File: config.mk
export PLATFORM = sky130hd
export DESIGN_NAME = warp_xwb
export DESIGN_NICKNAME = d
export VERILOG_FILES = /design/src/rtl/warp_xwb_pkg.sv /design/src/rtl/warp_xwb_fifo.sv /design/src/rtl/warp_xwb.sv
export SDC_FILE = /design/constraint.sdc
export NUM_CORES = 2
export LEC_CHECK = 0
export ABC_CLOCK_PERIOD_IN_PS = 9700
export CAP_MARGIN = 5
export CORE_UTILIZATION = 35
export DETAILED_ROUTE_END_ITERATION = 7
export SLEW_MARGIN = 20
export SYNTH_ARGS = -nofsm -noshare
export SYNTH_HDL_FRONTEND = slang
export SYNTH_SLANG_ARGS = --single-unit
export TNS_END_PERCENT = 10
File: constraint.sdc
create_clock -name i_clk -period 9.7 [get_ports i_clk]
set_input_delay 1.455 -clock i_clk [delete_from_list [all_inputs] [get_ports i_clk]]
set_output_delay 1.455 -clock i_clk [all_outputs]
set_load 0.05 [all_outputs]
File: src/rtl/warp_xwb_pkg.sv
// Shared types and constants for the scalar integer writeback collector.
package warp_xwb_pkg;

    localparam int XLEN    = 64;
    localparam int REG_W   = 5;
    localparam int ENTRY_W = REG_W + XLEN;

    // One queued result: destination register plus the value to write.
    typedef struct packed {
        logic [REG_W-1:0] rd;
        logic [XLEN-1:0]  data;
    } wb_entry_t;

    // Modulo-n increment used to advance the round-robin pointer.
    function automatic int wrap_inc(input int idx, input int n);
        return (idx + 1 >= n) ? 0 : idx + 1;
    endfunction

endpackage

File: src/rtl/warp_xwb_fifo.sv
// Per-source result queue. Pointers carry an extra wrap bit so a full
// queue can be told apart from an empty one.
module warp_xwb_fifo
    import warp_xwb_pkg::*;
#(
    parameter int DEPTH = 4,
    parameter int WIDTH = ENTRY_W
) (
    input  logic                     clk,
    input  logic                     rst_n,
    input  logic                     push,
    input  logic                     pop,
    input  logic [WIDTH-1:0]         wdata,
    output logic [WIDTH-1:0]         head,
    output logic                     empty,
    output logic                     full,
    output logic [$clog2(DEPTH):0]   count,
    output logic                     almost_full
);

    localparam int AW = $clog2(DEPTH);

    logic [AW:0]      wptr;
    logic [AW:0]      rptr;
    logic [WIDTH-1:0] mem [DEPTH];
    logic             do_push;
    logic             do_pop;
    logic [AW:0]      count_next;

    assign empty = (wptr == rptr);
    assign full  = (wptr[AW] != rptr[AW]) && (wptr[AW-1:0] == rptr[AW-1:0]);
    assign count = wptr - rptr;
    assign head  = mem[rptr[AW-1:0]];

    // A push into a full queue still fits when the head leaves in the same cycle.
    assign do_pop     = pop && !empty;
    assign do_push    = push && (!full || do_pop);
    assign count_next = count + (AW+1)'(do_push) - (AW+1)'(do_pop);

    // Advance pointers and register the early-warning flag from the post-edge count.
    always_ff @(posedge clk or negedge rst_n) begin
        if (!rst_n) begin
            wptr        <= '0;
            rptr        <= '0;
            almost_full <= 1'b0;
        end else begin
            if (do_push) wptr <= wptr + 1'b1;
            if (do_pop)  rptr <= rptr + 1'b1;
            almost_full <= (count_next >= (AW+1)'(DEPTH - 1));
        end
    end

    // Storage needs no reset: entries are only visible between the pointers.
    always_ff @(posedge clk) begin
        if (do_push) mem[wptr[AW-1:0]] <= wdata;
    end

endmodule

File: src/rtl/warp_xwb.sv
// Writeback collector: per-source queues, a two-port round-robin arbiter
// that never pairs equal destinations, and registered write ports.
module warp_xwb
    import warp_xwb_pkg::*;
#(
    parameter int NSRC  = 4,
    parameter int DEPTH = 4
) (
    input  logic                  i_clk,
    input  logic                  i_rst_n,
    input  logic [NSRC-1:0]       i_valid,
    input  logic [REG_W*NSRC-1:0] i_rd,
    input  logic [XLEN*NSRC-1:0]  i_data,
    output logic [NSRC-1:0]       o_almost_full,
    output logic                  o_overflow,
    output logic                  o_rd1_wen,
    output logic [REG_W-1:0]      o_rd1_addr,
    output logic [XLEN-1:0]       o_rd1_wdata,
    output logic                  o_rd2_wen,
    output logic [REG_W-1:0]      o_rd2_addr,
    output logic [XLEN-1:0]       o_rd2_wdata,
    output logic                  o_idle
);

    localparam int CW  = $clog2(DEPTH) + 1;
    localparam int RRW = (NSRC > 1) ? $clog2(NSRC) : 1;

    wb_entry_t       head  [NSRC];
    logic [CW-1:0]   count [NSRC];
    logic [NSRC-1:0] empty;
    logic [NSRC-1:0] full;
    logic [NSRC-1:0] pop;

    logic [RRW-1:0]  rr;
    logic [RRW-1:0]  rr_next;
    logic [RRW-1:0]  sel;
    logic [RRW-1:0]  g1_idx;
    logic [RRW-1:0]  g2_idx;
    logic            g1_found;
    logic            g2_found;
    wb_entry_t       g1_entry;
    wb_entry_t       g2_entry;
    logic            drop;
    logic            any_queued;

    for (genvar s = 0; s < NSRC; s++) begin : g_src
        warp_xwb_fifo #(
            .DEPTH (DEPTH),
            .WIDTH (ENTRY_W)
        ) u_fifo (
            .clk         (i_clk),
            .rst_n       (i_rst_n),
            .push        (i_valid[s]),
            .pop         (pop[s]),
            .wdata       ({i_rd[REG_W*s +: REG_W], i_data[XLEN*s +: XLEN]}),
            .head        (head[s]),
            .empty       (empty[s]),
            .full        (full[s]),
            .count       (count[s]),
            .almost_full (o_almost_full[s])
        );
    end

    // Scan from rr: first ready head takes port 1, next head with a different rd takes port 2.
    always_comb begin
        g1_found = 1'b0;
        g2_found = 1'b0;
        g1_idx   = '0;
        g2_idx   = '0;
        g1_entry = '0;
        g2_entry = '0;
        sel      = '0;
        pop      = '0;
        rr_next  = rr;
        for (int k = 0; k < NSRC; k++) begin
            sel = RRW'((int'(rr) + k) % NSRC);
            if (!empty[sel]) begin
                if (!g1_found) begin
                    g1_found = 1'b1;
                    g1_idx   = sel;
                    g1_entry = head[sel];
                end else if (!g2_found && (head[sel].rd != g1_entry.rd)) begin
                    g2_found = 1'b1;
                    g2_idx   = sel;
                    g2_entry = head[sel];
                end
            end
        end
        if (g1_found) begin
            pop[g1_idx] = 1'b1;
            rr_next     = RRW'(wrap_inc(int'(g1_idx), NSRC));
        end
        if (g2_found) begin
            pop[g2_idx] = 1'b1;
            rr_next     = RRW'(wrap_inc(int'(g2_idx), NSRC));
        end
    end

    // A push is lost only when its queue is full and its head is not leaving.
    assign drop = |(i_valid & full & ~pop);

    // Idle means nothing queued anywhere and no write presented to the register file.
    always_comb begin
        any_queued = 1'b0;
        for (int s = 0; s < NSRC; s++) begin
            any_queued = any_queued | (count[s] != '0);
        end
    end

    assign o_idle = !any_queued && !o_rd1_wen && !o_rd2_wen;

    // Register the granted heads onto the write ports; x0 occupies a slot but never writes.
    always_ff @(posedge i_clk or negedge i_rst_n) begin
        if (!i_rst_n) begin
            rr          <= '0;
            o_overflow  <= 1'b0;
            o_rd1_wen   <= 1'b0;
            o_rd1_addr  <= '0;
            o_rd1_wdata <= '0;
            o_rd2_wen   <= 1'b0;
            o_rd2_addr  <= '0;
            o_rd2_wdata <= '0;
        end else begin
            rr <= rr_next;
            if (drop) o_overflow <= 1'b1;
            o_rd1_wen <= g1_found && (g1_entry.rd != '0);
            o_rd2_wen <= g2_found && (g2_entry.rd != '0);
            if (g1_found) begin
                o_rd1_addr  <= g1_entry.rd;
                o_rd1_wdata <= g1_entry.data;
            end
            if (g2_found) begin
                o_rd2_addr  <= g2_entry.rd;
                o_rd2_wdata <= g2_entry.data;
            end
        end
    end

endmodule

### Yosys cells after proc, flatten, opt, wreduce, memory -nomap -nowiden

Memories as Yosys holds them, arrays and structs flattened.
Cells that the tools add are included.

| word-level totals | value |
|---|---|
| word-level logic and storage cells | 221 |
| bits in read-only memories | 0 |
| memories | 4 |
| memory bits (writable) | 1104 |
| latch bits | 0 |
| output and inout bits | 146 |
| input port bits | 282 |
| register bits | 171 |

| operators by class | value |
|---|---|
| order comparisons | 18 |
| div/mod/pow operators | 0 |
| bitwise logic cells | 11 |
| equality and inequality tests | 15 |
| multipliers | 0 |
| shift-type cells | 0 |
| mux-type cells | 83 |
| add/subtract/negate cells | 25 |
| reductions and logical operators | 45 |

Memory list:

| memory | depth | width | rd ports | clocked after Yosys merged registers in | wr ports | line | source |
|---|---|---|---|---|---|---|---|
| g_src[0].u_fifo.mem | 4 | 69 | 1 | 0 | 1 | warp_xwb_fifo.sv:25 | `logic [WIDTH-1:0] mem [DEPTH];` |
| g_src[1].u_fifo.mem | 4 | 69 | 1 | 0 | 1 | warp_xwb_fifo.sv:25 |  |
| g_src[2].u_fifo.mem | 4 | 69 | 1 | 0 | 1 | warp_xwb_fifo.sv:25 |  |
| g_src[3].u_fifo.mem | 4 | 69 | 1 | 0 | 1 | warp_xwb_fifo.sv:25 |  |

Operators by type and width:

| cell | number |
|---|---|
| $mux W69 | 24 |
| $bmux W69 S2 | 4 |
| $mux W2 | 20 |
| $mux W1 | 27 |
| $add A3 B1 Y3 const B | 8 |
| $logic_and A1 B1 Y1 | 20 |
| $ge A3 B3 Y1 const B | 6 |
| $lt A2 B3 Y1 const B | 6 |
| $ne A5 B5 Y1 | 3 |
| $logic_not A1 Y1 | 13 |
| $add A3 B1 Y3 | 4 |
| $eq A3 B3 Y1 | 4 |
| $ge A3 B2 Y1 const B | 4 |
| $not A2 Y3 | 4 |
| $reduce_bool A3 Y1 | 4 |
| $sub A3 B1 Y3 | 4 |
| $sub A3 B3 Y3 | 4 |
| $reduce_bool A5 Y1 | 2 |
| $and A4 B4 Y4 | 2 |
| $bmux W1 S2 | 4 |
| $eq A2 B2 Y1 | 4 |
| $mux W4 | 2 |
| $add A2 B1 Y3 const B | 2 |
| $add A2 B2 Y2 const B | 2 |
| 10 further kinds | 20 |

### Depth between registers and ports, before layout

| depth | value |
|---|---|
| depth in word-level cells | 31 |
| mapped depth | 31 |
| gate-level depth less buffers | 26 |

### By module

A second synthesis with hierarchy kept.

| second synthesis, totals | value |
|---|---|
| cell total of the unflattened synthesis | 3076 |
| area, all modules | 56854.5 sq um |

By module, submodules not included:

| module | area each (sq um) | seq. area each (sq um) | instances | cells each |
|---|---|---|---|---|
| warp_xwb_fifo (g_src[0].u_fifo ...) | 10497.6 | 8463.1 | 3 | 415 |
| warp_xwb | 14878.0 | 3578.4 | 1 | 1417 |
| warp_xwb_fifo (g_src[3].u_fifo) | 10483.8 | 8463.1 | 1 | 414 |

### Worst setup path after synthesis

Ideal clock, no wire load.

| timing | value |
|---|---|
| path kind | reg-to-reg |
| start | register g_src[1].u_fifo.rptr[1] |
| end | memory g_src[2].u_fifo.mem[2][0] (netlist name) (enable) |
| cell stages (with the launch flop) | 23 |
| path buffers | 8 |
| data required time | 9.265 ns |
| clock period less this slack | 7.184 ns |
| data arrival time | 6.749 ns |
| path slack | 2.516 ns |
| cells stage by stage | dfrtp_1 clkbuf_1 clkbuf_1 buf_1 inv_1 ha_1 and2_1 and3_1 or4_4 buf_6 clkbuf_1 nor3_1 xnor2_1 nand4_1 nand2_2 clkbuf_1 buf_2 buf_2 a32o_1 ha_1 a2111oi_4 nor2b_1 and2_1 |

| between the ends | value |
|---|---|
| cells in the longest elaborated chain, start to end | 30 |

RTL lines:

| what | line | source |
|---|---|---|
| start: declaration | warp_xwb_fifo.sv:24 | `logic [AW:0] rptr;` |
| start signal: assignment | warp_xwb_fifo.sv:48 | `if (do_pop) rptr <= rptr + 1'b1;` |
| $mem_v2 Z4 W69 | n/a |  |
| $bmux W69 S2 | n/a |  |
| $mux W69 (2 in series) | n/a |  |
| $mux W69 | warp_xwb.sv:77 | `if (!empty[sel]) begin` |
| $ne A5 B5 Y1 | warp_xwb.sv:82 | `end else if (!g2_found && (head[sel].rd != g1_entry.rd)) begin` |
| $mux W1 | warp_xwb.sv:82 |  |
| $mux W1 | warp_xwb.sv:78 | `if (!g1_found) begin` |
| $mux W1 | warp_xwb.sv:77 |  |
| [... 14 more ...] | n/a |  |
| $or A4 B4 Y4 (no source line) | n/a |  |
| $mux W4 * | warp_xwb.sv:93 | `if (g2_found) begin` |
| $logic_and A1 B1 Y1 * | warp_xwb_fifo.sv:36 | `assign do_pop = pop && !empty;` |
| $logic_or A1 B1 Y1 * | warp_xwb_fifo.sv:37 | `assign do_push = push && (!full \|\| do_pop);` |
| $logic_and A1 B1 Y1 * | warp_xwb_fifo.sv:37 |  |
| via g_src[2].u_fifo.do_push | warp_xwb_fifo.sv:26 | `logic do_push;` |
| $mux W1 * | warp_xwb_fifo.sv:55 | `if (do_push) mem[wptr[AW-1:0]] <= wdata;` |
| $mux W1 (implied by the code) * | warp_xwb_fifo.sv:55 |  |
| end: declaration | warp_xwb_fifo.sv:25 |  |

Mark *: on every way through the listed nets, which the timed path passes. The rest lies on a longest branch. The select of a mux whose other input is x is not followed.

### Final worst setup path

| timing | value |
|---|---|
| start | register g_src[2].u_fifo.rptr[0] |
| end | memory g_src[2].u_fifo.mem[1][51] (netlist name) (enable) |

| between the ends | value |
|---|---|
| cells in the longest elaborated chain, start to end | 30 |

RTL lines:

| what | line |
|---|---|
| start: declaration | warp_xwb_fifo.sv:24 |
| start signal: assignment | warp_xwb_fifo.sv:48 |
| $mem_v2 Z4 W69 | n/a |
| $bmux W69 S2 | n/a |
| $mux W69 (2 in series) | n/a |
| $mux W69 | warp_xwb.sv:77 |
| $ne A5 B5 Y1 | warp_xwb.sv:82 |
| $mux W1 | warp_xwb.sv:82 |
| $mux W1 | warp_xwb.sv:78 |
| $mux W1 | warp_xwb.sv:77 |
| [... 14 more ...] | n/a |
| $or A4 B4 Y4 (no source line) | n/a |
| $mux W4 | warp_xwb.sv:93 |
| $logic_and A1 B1 Y1 | warp_xwb_fifo.sv:36 |
| $logic_or A1 B1 Y1 * | warp_xwb_fifo.sv:37 |
| $logic_and A1 B1 Y1 * | warp_xwb_fifo.sv:37 |
| via g_src[2].u_fifo.do_push | warp_xwb_fifo.sv:26 |
| $mux W1 * | warp_xwb_fifo.sv:55 |
| $mux W1 (implied by the code) * | warp_xwb_fifo.sv:55 |

Marks and branches as above.

==> reports/metrics.yaml <==
yosys-top-cells-area: "edfxtp_1, mux4_2, dfrtp_1, mux2i_1, o21ai_0"
cts_resized: 0
viasPerCell: 5.49
worstSetupStartpointType: "flop"
syn2layout_area_growth_pct: 19.2
route.detailed.drc: 0
h-tree-depth: 4
path_delay_family: "simple AND/OR/NAND/NOR gates"
ios: 428
min_path_type: "reg2reg"
numCtsBuffers: 134
ys_async_sr_fraction_pct: 13.4
cts_sinks: 1275
hold_buffers: 0
cts_buffer_depth: 3
setup.worst_path.end_class: "flop"
core-area_sq_um: 159000
crit_buf_inv: 2
final-setup-viol-count: 0
wl_per_cell_um: 29.0
tightest_slew_ps: 1160
grt_start_max_net_pins: 135
antenna_found_initial: 31
root_buffer: "clkbuf_16"
status: "complete, no violations"
grt_setup_unrepaired: "false"
period_needed_ps: 7800
initial_utilization_pct: 35.4
grtUsageTotal_pct: 22.1
antenna_left: 0
slew_viol_final: 0
holdWs_ps: 486
fp.dieH_um: 404
io_buffers: 427
fp.dieW_um: 404
critPathArrivalTime_ps: 8210
dr_total_vias: 34300
finalSetupTns_ps: 0
crit_slowest_cell: "mux4_4"
crit_fanout: 71
grt_pass1_vias: 33800
slowest_delay_ps: 1090
rows: 146
worstPathRequired_ps: 10100
routed_wl_um: 181000
nets: 4322
ys_seq_area_share_pct: 66.3
finClkSkew_ps: 31.2
synth_nets: 3972
synth_top_area_share_pct: 58.7
drt_iter0_markers: 3184
die_area_sq_um: 163000
hpwl_um: 127000
overflow: 0
cts_tree: "yes"
nFillCells: 14300
synth_edf_count: 1104
cts_post_setup_buffers_inserted: 0
relSlewSlack_pct: 22.8
synth_top_flop_cell: "edfxtp_1"
grt_pass1_wl_um: 254000
first_pass_iters: 5
path_class: "reg2reg"
cp_cell_sequence: "ha_1 > nand2_1 > a211o_1 > mux4_4 > o221ai_1 > o21ai_1 > o21ai_1 > xnor2_1 > o41ai_2 > or2_4 > o21a_1 > o21ai_0 > inv_1 > ha_1 > a2111oi_4 > nor2b_1 > and2_4 > buf_4"
ys_seq_elements: 1275
max_freq_mhz: 128
layout-drive-gt1-share_pct: 16.8
syn_inst: 3639
max_cap_violations: 0
syn_area_sq_um: 56400
synthTopCellsByCount: "edfxtp_1, nand2_1, o21ai_0"
path_clk_slew_ps: 60
hold_violations: 0
yosys.area.top_type: "edfxtp_1"
fin_util_pct: 42.2
synth.most_common_cell: "edfxtp_1"
clk_latency_ps: 760
synth_area_per_cell_sq_um: 15.5
ys_warn_count: 0
regArea_sq_um: 37500
ys_types: 79
multiInputGateArea_sq_um: 17900
gp_congestion: 0.921
finalCritPeriodShare_pct: 80.5
-- layer usage --
metal  GRT usage (%)  routed length, um  up-vias
li1                -                  -    15100
met1            27.0              69000    17600
met2            38.0              91800     1385
met3            5.48              14200      260
met4            7.23               6120       12
met5               0                 84        -
-- cells by family after synthesis --
family	count (synthesis)	synth area share, %
adders and majority gates	51	1.24
buffers and inverters	299	2.09
muxes	545	16.1
and+or+nand+nor	637	4.85
DFF	1275	66.3
xor gates and xnor gates	51	0.805
AOI/OAI and AO/OA	781	8.63
-- sequential cells by signal (all words and copies together) (netlist names) --
| name | flops |
|---|---|
| o_rd1_addr | 5 |
| o_rd1_wen | 1 |
| o_rd2_wdata | 64 |
| o_rd2_wen | 1 |
| o_rd2_addr | 5 |
| g_src.u_fifo.rptr | 12 |
| g_src.u_fifo.wptr | 12 |
| o_rd1_wdata | 64 |
| o_overflow | 1 |
| rr | 2 |
| g_src.u_fifo.mem | 1104 |
| g_src.u_fifo.almost_full | 4 |
-- worst paths after layout --
kind | start | endpoint | slack (ps) | cells after the start
min in group asynchronous | i_rst_n | o_rd1_wdata[25] | 640 | 1
max reg2reg | g_src[2].u_fifo.rptr[0] | g_src[2].u_fifo.mem[1][51] | 1900 | 18
min reg2reg | o_rd1_addr[0] | o_rd1_addr[0] | 490 | 2
max | g_src[2].u_fifo.rptr[0] | g_src[2].u_fifo.mem[1][51] | 1900 | 18
max in group asynchronous | i_rst_n | o_rd1_wdata[61] | 6920 | 3
min | o_rd1_addr[0] | o_rd1_addr[0] | 490 | 2
-- final cells by class --
type | instances | share of cell area [%]
sequential | 1275 | 55.7
multi-input combinational | 2065 | 26.7
timing repair buffer | 475 | 6.90
clock buffer | 173 | 5.44
tap | 2146 | 3.99
clock inverter | 70 | 1.05
inverter | 38 | 0.225
antenna | 3 | 0.0112
-- metrics by stage --
stage          std cells  setup slack [ps]  cell area, sq um
2_1_floorplan       3639              2520             56400
3_3_place_gp        5999              1910             62900
3_5_place_dp        5999              1920             62900
4_1_cts             6242              1870             67300
5_1_grt             6242              1450             67300
6_report            6245              1900             67300
-- placed cells by master (no fill, tap or decap), types with 29 or more instances in the layout --
master / n
clkdlybuf4s50_1: 426
clkbuf_1: 29
inv_1: 35
nand2_1: 340
xnor2_1: 32
mux4_2: 277
o22ai_1: 130
clkbuf_16: 139
ha_1: 43
mux2i_1: 163
o21ai_0: 312
edfxtp_1: 1104
mux2_2: 99
a21oi_1: 136
o221ai_1: 50
a22o_1: 68
and2_1: 30
buf_4: 48
nor2_1: 165
dfrtp_1: 161
-- worst min-delay path, cell delays in order, from the launching register on --
cell and delay, ps:
dfrtp_1 350, nand2_1 50, nand2_1 50
Power is not shown: default switching activity piles up to over one toggle a cycle in this logic, so the estimate is an artifact.
